$ cat src/rtl/sens_frame_rx_if.sv
// Sensor link bundle: oversample tick and serial line in,
// validated sample, strobes and error count out.
interface sens_frame_rx_if;
  logic        clk_en_i;
  logic        sens_in_i;
  logic [15:0] sens_data_o;
  logic        sens_write_data_o;
  logic        frame_err_o;
  logic [7:0]  err_cnt_o;

  modport master (
    output clk_en_i,
    output sens_in_i,
    input  sens_data_o,
    input  sens_write_data_o,
    input  frame_err_o,
    input  err_cnt_o
  );

  modport slave (
    input  clk_en_i,
    input  sens_in_i,
    output sens_data_o,
    output sens_write_data_o,
    output frame_err_o,
    output err_cnt_o
  );
endinterface

$ cat src/rtl/sens_frame_rx.sv
// Sensor UART (8N1) receiver and 4-byte frame validator:
// sync, hi, lo, hi^lo checksum.
module sens_frame_rx #(
  parameter int          OVERSAMPLE = 16,
  parameter logic [7:0]  SYNC_BYTE  = 8'hA5
) (
  input  logic            clk_in_i,
  input  logic            reset_i,
  sens_frame_rx_if.slave  bus
);
  localparam int TW = $clog2(OVERSAMPLE);
  localparam logic [TW-1:0] T_MID = TW'(OVERSAMPLE / 2 - 1);
  localparam logic [TW-1:0] T_END = TW'(OVERSAMPLE - 1);

  typedef enum logic [1:0] {IDLE, START, DATA, STOP} byte_t;
  typedef enum logic [1:0] {F_SYNC, F_HI, F_LO, F_CHK} frame_t;

  logic          sync1, sync2;
  byte_t         bst, bst_nxt;
  logic [TW-1:0] tick, tick_nxt;
  logic [2:0]    bidx, bidx_nxt;
  logic [7:0]    shreg, shreg_nxt;
  logic          rx_ok, rx_bad;
  frame_t        fst, fst_nxt;
  logic [7:0]    hi, hi_nxt;
  logic [7:0]    lo, lo_nxt;
  logic          wr_nxt, err_nxt;

  always_ff @(posedge clk_in_i or posedge reset_i) begin
    if (reset_i) begin
      sync1 <= 1'b1;
      sync2 <= 1'b1;
      bst   <= IDLE;
      tick  <= '0;
      bidx  <= '0;
      shreg <= '0;
      fst   <= F_SYNC;
      hi    <= '0;
      lo    <= '0;
      bus.sens_data_o       <= '0;
      bus.sens_write_data_o <= 1'b0;
      bus.frame_err_o       <= 1'b0;
      bus.err_cnt_o         <= '0;
    end else begin
      sync1 <= bus.sens_in_i;
      sync2 <= sync1;
      bst   <= bst_nxt;
      tick  <= tick_nxt;
      bidx  <= bidx_nxt;
      shreg <= shreg_nxt;
      fst   <= fst_nxt;
      hi    <= hi_nxt;
      lo    <= lo_nxt;
      bus.sens_write_data_o <= wr_nxt;
      bus.frame_err_o       <= err_nxt;
      if (wr_nxt)
        bus.sens_data_o <= {hi, lo};
      if (err_nxt && bus.err_cnt_o != 8'hFF)
        bus.err_cnt_o <= bus.err_cnt_o + 8'd1;
    end
  end

  // Stop bit is judged at its centre; returning to IDLE there
  // leaves half a bit to catch an abutting start edge.
  always_comb begin
    bst_nxt   = bst;
    tick_nxt  = tick;
    bidx_nxt  = bidx;
    shreg_nxt = shreg;
    rx_ok     = 1'b0;
    rx_bad    = 1'b0;
    if (bus.clk_en_i) begin
      unique case (bst)
        IDLE: begin
          if (!sync2) begin
            bst_nxt  = START;
            tick_nxt = '0;
          end
        end
        START: begin
          if (tick == T_MID) begin
            tick_nxt = '0;
            bidx_nxt = '0;
            bst_nxt  = sync2 ? IDLE : DATA;
          end else begin
            tick_nxt = tick + 1'b1;
          end
        end
        DATA: begin
          if (tick == T_END) begin
            tick_nxt  = '0;
            shreg_nxt = {sync2, shreg[7:1]};
            bidx_nxt  = bidx + 3'd1;
            if (bidx == 3'd7)
              bst_nxt = STOP;
          end else begin
            tick_nxt = tick + 1'b1;
          end
        end
        STOP: begin
          if (tick == T_END) begin
            tick_nxt = '0;
            rx_ok    = sync2;
            rx_bad   = !sync2;
            bst_nxt  = IDLE;
          end else begin
            tick_nxt = tick + 1'b1;
          end
        end
        default: bst_nxt = IDLE;
      endcase
    end
  end

  always_comb begin
    fst_nxt = fst;
    hi_nxt  = hi;
    lo_nxt  = lo;
    wr_nxt  = 1'b0;
    err_nxt = 1'b0;
    if (rx_bad) begin
      if (fst != F_SYNC) begin
        err_nxt = 1'b1;
        fst_nxt = F_SYNC;
      end
    end else if (rx_ok) begin
      unique case (fst)
        F_SYNC: if (shreg == SYNC_BYTE) fst_nxt = F_HI;
        F_HI: begin
          hi_nxt  = shreg;
          fst_nxt = F_LO;
        end
        F_LO: begin
          lo_nxt  = shreg;
          fst_nxt = F_CHK;
        end
        F_CHK: begin
          if (shreg == (hi ^ lo))
            wr_nxt = 1'b1;
          else
            err_nxt = 1'b1;
          fst_nxt = F_SYNC;
        end
        default: fst_nxt = F_SYNC;
      endcase
    end
  end
endmodule

$ cat src/flat_wrapper.sv
// flat-port wrapper written by rule: the top's interface ports become plain ports
module sens_frame_rx_flat 
#(
  parameter int          OVERSAMPLE = 16,
  parameter logic [7:0]  SYNC_BYTE  = 8'hA5
)
  (clk_in_i, reset_i, bus_clk_en_i, bus_sens_in_i, bus_sens_data_o, bus_sens_write_data_o, bus_frame_err_o, bus_err_cnt_o);
  sens_frame_rx_if bus_i ();
  input  logic clk_in_i;
  input  logic reset_i;
  input wire logic [$bits(bus_i.clk_en_i)-1:0] bus_clk_en_i;
  input wire logic [$bits(bus_i.sens_in_i)-1:0] bus_sens_in_i;
  output wire logic [$bits(bus_i.sens_data_o)-1:0] bus_sens_data_o;
  output wire logic [$bits(bus_i.sens_write_data_o)-1:0] bus_sens_write_data_o;
  output wire logic [$bits(bus_i.frame_err_o)-1:0] bus_frame_err_o;
  output wire logic [$bits(bus_i.err_cnt_o)-1:0] bus_err_cnt_o;
  assign bus_i.clk_en_i = bus_clk_en_i;
  assign bus_i.sens_in_i = bus_sens_in_i;
  assign bus_sens_data_o = bus_i.sens_data_o;
  assign bus_sens_write_data_o = bus_i.sens_write_data_o;
  assign bus_frame_err_o = bus_i.frame_err_o;
  assign bus_err_cnt_o = bus_i.err_cnt_o;
  sens_frame_rx #(.OVERSAMPLE(OVERSAMPLE), .SYNC_BYTE(SYNC_BYTE)) u_core (.clk_in_i(clk_in_i), .reset_i(reset_i), .bus(bus_i));
endmodule
$ cat config.mk
export PLATFORM = sky130hd
export DESIGN_NAME = sens_frame_rx_flat
export DESIGN_NICKNAME = d
export VERILOG_FILES = /design/src/rtl/sens_frame_rx_if.sv /design/src/rtl/sens_frame_rx.sv /design/src/flat_wrapper.sv
export SDC_FILE = /design/constraint.sdc
export NUM_CORES = 1
export LEC_CHECK = 0
export CAP_MARGIN = 0
export CORE_UTILIZATION = 51
export DETAILED_ROUTE_END_ITERATION = 10
export MAX_ROUTING_LAYER = met4
export PLACE_DENSITY_LB_ADDON = 0.12
export SLEW_MARGIN = 30
export SYNTH_ARGS = -nofsm -noshare
export SYNTH_HDL_FRONTEND = slang
export SYNTH_SLANG_ARGS = --single-unit
$ cat constraint.sdc
create_clock -name clk_in_i -period 1.9 [get_ports clk_in_i]
set_input_delay 0.285 -clock clk_in_i [delete_from_list [all_inputs] [get_ports clk_in_i]]
set_output_delay 0.285 -clock clk_in_i [all_outputs]
set_load 0.005 [all_outputs]
==> out/metrics.cfg, run 1 <==
[drt]
totalWireLength_um=5389
via_per_inst=5.293
drt-met1-wl_um=2561
route.detailed.drc=0
drt_iter0_markers=81
avgRoutedWirePerCell_um=14.89
firstDrtPassIters=4
dr_wl_met3_um=184
wl_met2_um=2581
ant_nets=0
num_vias=1916
dr.max_layer_used=met4

[clocking]
clock_latency_ns=0.33
cts_tree=done
postCtsHoldBufs=0
clkTransAtPathRegs_ns=0.06
cts_buffers=9
cts_num_sinks=63
htree_num_levels=3
cts_root_buf=clkbuf_8
clk_path_buf_depth=2

[synthesis]
yosys.area_share.simple=0.09891
ys_ff_latch=63
synth_xor_area_frac=0.08089
synth_area_um2=2985
ys_seq_area_frac=0.5289
synth_warnings=0
synthAdderAreaFrac=0.03772
avgSynthCellArea_um2=13.89
synth_fp_nets=228
synthMuxAreaShare=0.1764
postSynthCellCount=215
ys_types=44
synth_compound_area_frac=0.04904
synth_top_family_by_area=multiplexers

[timing]
worst_clock_skew_ns=0.004629
relSlewSlack=0.6965
fmax_ghz=0.5135
fin_hold_ws_ns=0.2826
rsz0062_at_grt=true
drv_slew=0
fin_tns_setup_ns=-0.3035
fin_crit_ns=1.947
setup_viol=15
post-route-period-util=1.025
hold_viol=0
worst_slew_pin_slew_ns=0.4552
setup_slack_ns=-0.04745

[floorplanning]
die_w_um=78.51
die_area_um2=6164
start_util=0.5356
rows=27
coreArea_um2=5574
dieHeight_um=78.51
pin_count=30

[place]
hpwlAfterDp_um=3776
io_buffers=29
dp_cells=345
routabilityCongestion=0.7623

[run_status]
status=finished with violations
violations=negative setup slack

[critical_path]
cp.required_ns=2.11
max_stage_delay_ns=0.39
cp_cell_sequence=xnor3_1 -> nand4_2 -> nor2_2 -> and4_4 -> buf_12 -> mux2_2
cp.arrival_ns=2.16
critPathMaxFanout=13
endpoint_kind=register
startpoint_type=register
criticalPathCategory=register to register
slowest_stage=dfrtp_1

[finish]
syn_to_final_growth_pct=30.34
drive_gt1_frac=0.3966
final_core_util=0.6981
diodes=0
fin_nets=300
instances_no_fill=362

[global_route]
grt.overflow.total=0
antenna_found_initial=0
grt_pass1_vias=1942
grt.total_usage=0.2060
grt_pass1_wl_um=9252
grt_start_max_net_pins=35

[worst_hold_path]
min_path_type=primary input to asynchronous set/reset pin

[job]
cap_violations=0

[power_and_ir_drop]
peakVddDrop_v=0.0005801
finalPower_uw=3037
leakagePower_uw=0.001873
cellPowerDensity_nw_per_um2=780.6

routing by layer:
layer | global-route usage | vias to the layer above
met3 | 0.04884 | 6
met1 | 0.2628 | 958
met2 | 0.3148 | 32
li1 | - | 920
met5 | - | -
met4 | 0.08889 | 0
worst paths after layout:
path / startpoint / end / slack [ns] / depth (start not counted)
min in group clk_in_i: u_core.sync1 / u_core.sync2 / 0.36 / 0
max in group asynchronous: reset_i / u_core.bus.frame_err_o / 1.09 / 3
hold / removal: reset_i / u_core.lo[4] / 0.28 / 2
hold reg to reg: u_core.sync1 / u_core.sync2 / 0.36 / 0
setup / recovery: u_core.lo[3] / u_core.bus.sens_data_o[11] / -0.05 / 6
setup reg to reg: u_core.lo[3] / u_core.bus.sens_data_o[11] / -0.05 / 6
per-stage QoR:
| step | worst slack [ns] | cell area [um^2] |
|---|---|---|
| 4_1_cts | -0.05598 | 3811 |
| 3_3_place_gp | -0.1856 | 3626 |
| 2_1_floorplan | -0.02993 | 3000 |
| 5_1_grt | -0.1114 | 3891 |
| 6_report | -0.04745 | 3891 |
| 3_5_place_dp | -0.2093 | 3626 |
flip-flops by register name (all words and copies together), names as in the netlist, named ones only:
name                          flops
u_core.bst                        1
u_core.tick                       4
u_core.hi                         8
u_core.bus.sens_data_o           16
u_core.lo                         8
u_core.shreg                      8
u_core.sync1                      1
u_core.bus.err_cnt_o              8
u_core.bidx                       3
u_core.sync2                      1
u_core.bus.sens_write_data_o      1
u_core.bus.frame_err_o            1
u_core.fst                        2
layout make-up:
cell class / count / area [um^2]
fillers: 420 / 1683
flip-flops and latches: 63 / 1579
multi-input cells: 137 / 1405
repair buffers: 69 / 626.9
clock buffers: 13 / 158.9
well taps: 72 / 90.09
inverters: 7 / 26.28
clock inverters: 1 / 5.005
layout by cell type (no fill, tap or decap), types with 3 or more instances in the layout:
master	Yosys	final
dfrtp_1	61	61
buf_4	0	35
clkdlybuf4s50_1	0	29
mux2_2	33	23
mux2_4	9	19
clkbuf_8	0	11
nand2_1	10	10
nand3_1	8	8
xnor3_1	8	8
ha_1	9	8
o21ai_0	7	7
xor2_1	7	7
inv_1	7	6
a21oi_1	5	5
or2_2	3	3
nor2_2	1	3
nand4b_1	3	3
nor4_2	0	3
buf_6	1	3
cell families (layout without fill, tap and decap cells):
group	Yosys count	count (layout)
flops	63	63
buf+inv	15	90
xor+xnor	15	15
simple gates	47	47
compound gates	22	22
mux	44	44
fa+ha+maj	9	9
critical path, delay by kind of cell (launching register included):
family / cells / cell delay, ns
and+or+nand+nor: 3 / 0.55
buffers and inverters: 1 / 0.16
xor gates and xnor gates: 1 / 0.39
muxes: 1 / 0.33
DFF: 1 / 0.39
synth_stat cells, drive strengths merged:
cell	number	share of area
dfrtp	61	0.51
mux2	42	0.17
nand4	4	0.013
o221ai	2	0.0080
and4	2	0.0067
a21oi	5	0.0084
inv	7	0.0088
nand3b	1	0.0025
xnor3	8	0.060
a31oi	1	0.0021
buf	4	0.014
o21a	2	0.0050
nor4	3	0.0063
nor4b	1	0.0050
nor2	5	0.0071
nor3	3	0.0084
o21ai	7	0.012
nor2b	1	0.0021
and2	1	0.0021
a21o	1	0.0025
a22o	1	0.0029
clkbuf	4	0.0054
mux2i	2	0.0067
o41ai	1	0.0029
or2	3	0.0063
o22ai	1	0.0021
dfstp	2	0.018
nor3b	1	0.0025
ha	9	0.038
and2b	1	0.0025
nand2	10	0.013
nand3	8	0.013
xor2	7	0.021
a32o	1	0.0034
nand4b	3	0.0088
power by group:
group	total [uW]	internal, uW	leakage [uW]	switching, uW
registers	1500	1430	0.000855	64.5
clock network	993	529	0.0000854	464
logic	548	291	0.000932	257
total	3040	2250	0.00187	786
timing repair:
item | in CTS | in global routing
setup endpoints to repair | 30 | 39
resized for setup | 3 | 16
buffers inserted | 1 | 2
pin swaps | 0 | 2
Power figures use the tool's default switching activity.
==> run 2, diff against run 1 <==
Settings changed: PLACE_DENSITY_LB_ADDON 0.12 to 0.05.
==> run 2 against run 1 <==
- the flow still finishes with violations (negative setup slack)
- sequential share of layout area is 1.3 points lower
- flip-flop and latch count unchanged
- hold slack better by 0.027 ns
- count of clock-buffer cells in the layout decreased by 2
- cell count grew 2.5%
- clock power grew 27%
- combinational power about the same
- die area unchanged
- total power up 8.6%
- clock skew grew 0.0048 ns
- non-clock buffer count increased by 8
- design area is 3.4% higher
- largest power group unchanged
==> out/metrics.cfg, run 2 (synthesis gave the netlist of run 1 again) <==
[run_status]
status=finished with violations
violations=negative setup slack

[drt]
totalWireLength_um=5914
route.detailed.drc=0
num_vias=1962
firstDrtPassIters=4
drt_iter0_markers=104
avgRoutedWirePerCell_um=15.94
via_per_inst=5.288
ant_nets=0

[finish]
instances_no_fill=371
final_common_cell=dfrtp_1
top_register=u_core.bus.sens_data_o
layout_common_cells=dfrtp_1 (61), buf_4 (42), clkdlybuf4s50_1 (29)
fill_cells=394
syn_to_final_growth_pct=34.79
fin_nets=308
diodes=0
drive_gt1_frac=0.4047
largest_register_ffs=16

[timing]
rsz0062_at_grt=true
post-route-period-util=1.017
worst_clock_skew_ns=0.009386
setup_viol=13
fin_hold_ws_ns=0.3100
fin_crit_ns=1.932
setup_slack_ns=-0.03169
worst_slew_pin_slew_ns=0.3624
fmax_ghz=0.5177
relSlewSlack=0.7561
drv_slew=0
fin_tns_setup_ns=-0.2985
hold_viol=0

[critical_path]
startpoint=u_core.lo[7]
reg2reg_depth=6
critPathMaxFanout=7
regToRegStartpoint=u_core.lo[7]
endpoint_kind=register
criticalPathCategory=register to register
cp.arrival_ns=2.15
startpoint_type=register
endpoint=u_core.bus.sens_data_o[9]
r2r_end=u_core.bus.sens_data_o[9]
cp.required_ns=2.11
regToRegSetupSlack_ns=-0.03

[global_route]
grt_busiest_layer=met2
grt.total_usage=0.2212
grtUsageMet1=0.2702
antenna_found_initial=0
grt_start_max_net_pins=43
grt_pass1_vias=2046
grt_pass1_wl_um=9839
grt.overflow.total=0
grtUsageMet3=0.03837
gr-usage-met2=0.3583

[floorplanning]
dieHeight_um=78.51
rows=27
coreArea_um2=5574
die_w_um=78.51
start_util=0.5356
pin_count=30
die_area_um2=6164

[clocking]
cts_num_sinks=63
cts_root_buf=clkbuf_8
clk_path_buf_depth=2
clock_latency_ns=0.33
htree_num_levels=3
clkTransAtPathRegs_ns=0.06
cts_tree=done
cts_buffers=9

[place]
hpwlAfterDp_um=4095
io_buffers=29
dp_cells=347
routabilityCongestion=0.8239
dp_slack_ns=-0.2028

[power_and_ir_drop]
cellPowerDensity_nw_per_um2=819.6
leakagePower_uw=0.001947
peakVddDrop_v=0.0006499
finalPower_uw=3298

[worst_hold_path]
min_path_type=primary input to asynchronous set/reset pin

[job]
cap_violations=0

run 2: cell count changes in the layout (fill, tap and decap cells not counted), sizes merged:
cell	before	now
bufinv	0	2
buf	40	48
clkinv	1	2
clkbuf	13	11
run 2: what timing repair did:
action / 4_1_cts / 5_1_grt
setup buffers: 6 / 2
hold buffers: 0 / 0
setup endpoints to repair: 18 / 40
gates resized for setup: 13 / 8
pin swaps: 9 / 0
cloned: 1 / 0
run 2: report_power, final:
group	switching [uW]	leakage (uW)	total [uW]	internal, uW
Sequential	58.5	0.000855	1490	1430
Clock	497	0.000109	1260	764
Combinational	269	0.000982	548	279
run 2: routing by layer:
metal,up-vias,share of wire
met5,-,0
met3,8,0.023
met4,0,0.016
met2,28,0.52
li1,931,-
met1,995,0.45
run 2: worst min-delay path by stage:
stage | endpoint | cells past startpoint
2_1_floorplan | u_core.sync1 | 0
3_3_place_gp | u_core.sync2 | 0
3_5_place_dp | u_core.sync2 | 0
4_1_cts | u_core.shreg[2] | 3
5_1_grt | u_core.bus.sens_data_o[6] | 3
6_report | u_core.bus.sens_data_o[6] | 3
run 2: layout make-up:
type	count	area (um^2)	share of cell area
clock buffers	11	141.4	0.03514
multi-input cells	137	1410	0.3504
repair buffers	77	706.9	0.1757
inverters	7	26.28	0.006530
flip-flops and latches	63	1579	0.3924
well taps	72	90.09	0.02239
clock inverters	4	70.07	0.01741
run 2: critical path, stage by stage, from the launching register on:
cell,delay (ns)
dfrtp_1,0.38
xnor3_1,0.40
nand4_2,0.16
nor2_2,0.13
and4_4,0.30
buf_12,0.15
mux2_4,0.30
run 2: through the flow:
| step | cell area [um^2] | utilization |
|---|---|---|
| 3_5_place_dp | 3641 | 0.6532 |
| 5_1_grt | 4024 | 0.7219 |
| 4_1_cts | 3971 | 0.7125 |
| 2_1_floorplan | 3000 | - |
| 6_report | 4024 | 0.7219 |
| 3_3_place_gp | 3641 | 0.6532 |
